### config.mk
export PLATFORM = sky130hd
export DESIGN_NAME = inertial_and_filter
export DESIGN_NICKNAME = d
export VERILOG_FILES = /design/src/rtl/inertial_and_filter.sv
export SDC_FILE = /design/constraint.sdc
export NUM_CORES = 1
export LEC_CHECK = 0
export ABC_CLOCK_PERIOD_IN_PS = 3100
export CAP_MARGIN = 30
export CELL_PAD_IN_SITES_DETAIL_PLACEMENT = 1
export CELL_PAD_IN_SITES_GLOBAL_PLACEMENT = 2
export CORE_MARGIN = 2
export CORE_UTILIZATION = 25
export CTS_CLUSTER_DIAMETER = 200
export CTS_CLUSTER_SIZE = 40
export DETAILED_ROUTE_END_ITERATION = 6
export PLACE_DENSITY = 0.81
export SETUP_SLACK_MARGIN = 0.2
export SLEW_MARGIN = 10
export SYNTH_ARGS = -nofsm -noshare
export SYNTH_HDL_FRONTEND = slang
export SYNTH_SLANG_ARGS = --single-unit
### constraint.sdc
create_clock -name clock -period 3.1 [get_ports clock]
set_input_delay 0.93 -clock clock [delete_from_list [all_inputs] [get_ports clock]]
set_output_delay 0.93 -clock clock [all_outputs]
set_load 0.005 [all_outputs]
### src/rtl/inertial_and_filter.sv
// Inertial-delay filter on in1 & in2: a change must persist DELAY sampled cycles to reach out.
// Optional glitch counter enabled by defining INERTIAL_GLITCH_COUNT_EN.
module inertial_and_filter #(
    parameter int DELAY = 10,
    parameter int CNT_W = 8
) (
    input  logic             clock,
    input  logic             reset,
    input  logic             in1,
    input  logic             in2,
    output logic             out,
    output logic             pending,
    output logic             glitch,
    output logic [CNT_W-1:0] glitch_cnt
);

    localparam int             CW       = $clog2(DELAY + 1);
    localparam logic [CW-1:0]  CNT_ONE  = CW'(1);
    localparam logic [CW-1:0]  CNT_LAST = CW'(DELAY - 1);

    typedef enum logic {
        IDLE,
        PEND
    } state_t;

    state_t        state_q, state_d;
    logic [CW-1:0] cnt_q, cnt_d;
    logic          out_q, out_d;
    logic          pending_q, pending_d;
    logic          glitch_q, glitch_d;
    logic          raw;

    assign raw = in1 & in2;

    always_comb begin
        // NOTE: every next-state signal gets a default first so no path leaves it unassigned (no latch).
        state_d  = state_q;
        cnt_d    = cnt_q;
        out_d    = out_q;
        glitch_d = 1'b0;
        if (DELAY == 1) begin
            out_d   = raw;
            state_d = IDLE;
            cnt_d   = '0;
        end else begin
            case (state_q)
                IDLE: begin
                    if (raw != out_q) begin
                        state_d = PEND;
                        cnt_d   = CNT_ONE;
                    end
                end
                PEND: begin
                    if (raw == out_q) begin
                        // Input fell back before qualifying: swallow the change.
                        state_d  = IDLE;
                        cnt_d    = '0;
                        glitch_d = 1'b1;
                    end else if (cnt_q == CNT_LAST) begin
                        out_d   = raw;
                        state_d = IDLE;
                        cnt_d   = '0;
                    end else begin
                        cnt_d = cnt_q + CNT_ONE;
                    end
                end
                default: begin
                    state_d = IDLE;
                    cnt_d   = '0;
                end
            endcase
        end
        pending_d = (state_d == PEND);
    end

    always_ff @(posedge clock) begin
        // NOTE: sequential state uses non-blocking assignments so all flops update from pre-edge values.
        if (reset) begin
            state_q   <= IDLE;
            cnt_q     <= '0;
            out_q     <= 1'b0;
            pending_q <= 1'b0;
            glitch_q  <= 1'b0;
        end else begin
            state_q   <= state_d;
            cnt_q     <= cnt_d;
            out_q     <= out_d;
            pending_q <= pending_d;
            glitch_q  <= glitch_d;
        end
    end

    assign out     = out_q;
    assign pending = pending_q;
    assign glitch  = glitch_q;

`ifdef INERTIAL_GLITCH_COUNT_EN
    logic [CNT_W-1:0] gcnt_q, gcnt_d;

    // Saturates at all-ones rather than wrapping.
    always_comb begin
        gcnt_d = gcnt_q;
        if (glitch_d && (gcnt_q != '1)) begin
            gcnt_d = gcnt_q + CNT_W'(1);
        end
    end

    always_ff @(posedge clock) begin
        if (reset) begin
            gcnt_q <= '0;
        end else begin
            gcnt_q <= gcnt_d;
        end
    end

    assign glitch_cnt = gcnt_q;
`else
    assign glitch_cnt = '0;
`endif

endmodule

==> results.toml <==
[run_status]
run_status = "complete, no violations"

[timing]
min_period_over_period_pct = 76.4
slew_violations = 0
clock.fmax_mhz = 422
setup_viol = 0
fin_crit_ns = 2.37
fin_worst_skew_ns = 0.00236
slew-limit-headroom_pct = 61.4
hold_viol = 0
rsz0062_at_grt = "no"
fin_tns_setup_ns = 0
worst_slew_pin_slew_ns = 0.575

[setup_path]
reg2reg_from = "cnt_q[1]"
rr_endpoint = "cnt_q[2]"
slowest_stage = "dfxtp_1"
cpLargestDelayFamily = "flip-flops"
crit_fanout = 11
worstRegToRegCells = 5
cp.arrival_ns = 1.44
crit_type = "reg -> out"
critical_path_buf_inv_count = 1
required_ns = 2.17
rrSetupSlack_ns = 1.54
cp-end-kind = "primary output"
cp_cell_sequence = "clkdlybuf4s50_1"
cp-start-kind = "flip-flop"
max_stage_delay_ns = 0.59

[run]
cap_violations = 0

[synthesis]
synth_area_per_cell_um2 = 8.66
synth_seq_cells = 7
synth_area_um2 = 433
ys_seq_area_share_pct = 32.4
synth.distinct_cells = 25
ys_warn_count = 0
syn-instance-count = 50

[hold_path]
holdPathStages = 2
hold_end = "cnt_q[3]"
hold_start = "cnt_q[3]"
hp-class = "reg -> reg"

[layout]
syn_to_final_growth_pct = 15.0
drive_above_1_share_pct = 7.02
layout_common_cells = "8 x conb_1, 7 x dfxtp_1, 6 x clkdlybuf4s50_1, 5 x nor2_1"
fill_cells = 202
fin_nets = 64
seqCellArea_um2 = 140
multi_input_area_um2 = 246
diodes = 0
finalNonFillerCells = 74
layout_commonest_cell = "conb_1"

[global_route]
grt_pass1_vias = 299
grt_pass1_wl_um = 1320
grt_antenna_before_repair = 0
overflow = 0
grt_max_degree = 12
grt_usage_pct = 9.66

[routing]
detailroute.via_count = 344
ant_nets = 0
avgViaCountPerCell = 4.65
drt_iter0_markers = 4
wl_per_cell_um = 11.3
finalWirelength_um = 833
drc = 0
firstDrtPassIters = 3

[power_and_ir_drop]
seqPwrFrac_pct = 47.3
p_sw_share_pct = 25.7
internal_power_w = 0.000149
peakVddDrop_mv = 0.122
p_comb_share_pct = 8.4
power_switching_w = 0.0000517
p_leak_nw = 0.188
clkPwrFrac_pct = 44.3
powerDensity_mw_per_mm2 = 403

[cts]
cts_setup_buffers = 0
clk_pin_slew_worst_paths_ns = 0.06
cts_tree = "yes"
htreeDepth = 1
ctsResizeCount = 0
clkSinkCount = 7
cts_buffer_depth = 2
numCtsBuffers = 3
cts_hold_buf = 0
clk_root_buffer_cell = "clkbuf_4"
insertion_delay_ns = 0.26

[floorplanning]
die_x_um = 45.6
core-area_mm2 = 0.00167
num_rows = 15
start_util_pct = 25.9
die_h_um = 45.6
num_io_pins = 15
dieArea_mm2 = 0.00208

[placement]
gp_congestion = 0.671
dp_cells = 70
dp_hpwl_um = 611
io_buffers = 6
-- worst max path at each step --
stage,from,slack (ns),depth (start not counted),end
3_5_place_dp,in1,0.65,5,cnt_q[1]
2_1_floorplan,in1,1.24,4,cnt_q[2]
3_3_place_gp,in1,0.70,5,cnt_q[1]
6_report,pending,0.73,1,pending
4_1_cts,pending,0.71,1,pending
5_1_grt,pending,0.63,1,pending
-- flip-flops by register name, indices dropped and copies added, names as in the netlist --
name	flops
cnt_q	4
out	1
pending	1
glitch	1
-- cell usage after synthesis --
master,instances,area (um^2)
buf_4,8,60.1
dfxtp_1,7,140
nor2_1,5,18.8
nand2_1,3,11.3
a21oi_1,2,10.0
ha_1,2,25.0
nand3b_1,2,15.0
nand4b_1,2,17.5
o21ai_0,2,10.0
or4_1,2,15.0
a31oi_1,1,6.26
and3_1,1,6.26
and3b_1,1,8.76
buf_1,1,3.75
buf_2,1,5.00
conb_1,1,3.75
inv_1,1,3.75
nand2_8,1,20.0
nand2b_1,1,6.26
nand3_1,1,5.00
nor3b_1,1,7.51
o211ai_1,1,7.51
o41ai_1,1,8.76
xnor2_1,1,8.76
xor2_1,1,8.76
-- per-layer routing --
metal	GRT usage (%)	wire [um]	part of all wire, %	vias to the layer above
met4	10.6	32	3.8	0
met3	2.38	15	1.8	4
met5	0	0	0	-
li1	-	-	-	170
met2	13.2	398	48	7
met1	11.4	386	46	163
-- cell type report --
cell class,count,share of cell area (%)
multi-input combinational,39,49.5
inverter,1,0.754
timing repair buffer,6,12.1
clock buffer,4,5.28
sequential,7,28.1
tap,17,4.27
-- power groups by stage --
stage / registers, W / clock network [W] / logic (W)
5_1_grt: 0.0000954 / 0.000101 / 0.0000198
6_report: 0.0000950 / 0.0000889 / 0.0000169
3_3_place_gp: 0.0000970 / 0 / 0.0000164
2_1_floorplan: 0.0000951 / 0 / 0.0000188
3_5_place_dp: 0.0000971 / 0 / 0.0000169
4_1_cts: 0.0000950 / 0.0000937 / 0.0000170
-- tightest hold or removal path: cells and delay by family (launching register included) --
| kind | cells | cell delay (ns) |
|---|---|---|
| compound gates | 1 | 0.06 |
| flops | 1 | 0.34 |
| simple gates | 1 | 0.09 |
-- through the flow --
step / hold slack (ns) / cell area, um^2 / setup slack (ns) / util, % / total power, W
after floorplan: 0.494 / 459 / 1.24 / - / 0.000114
after global placement: 0.519 / 472 / 0.703 / 28.2 / 0.000113
final: 0.535 / 498 / 0.731 / 29.8 / 0.000201
after detailed placement: 0.529 / 472 / 0.650 / 28.2 / 0.000114
after global routing: 0.590 / 498 / 0.627 / 29.8 / 0.000216
after CTS: 0.541 / 498 / 0.714 / 29.8 / 0.000206
-- cell families after synthesis --
kind of cell / synth area share (%)
compound gates: 9.83
xor+xnor: 4.05
fa+ha+maj: 5.78
buf+inv: 16.8
flops: 32.4
other cells: 0.866
simple gates: 30.3
Power figures use the tool's default switching activity.
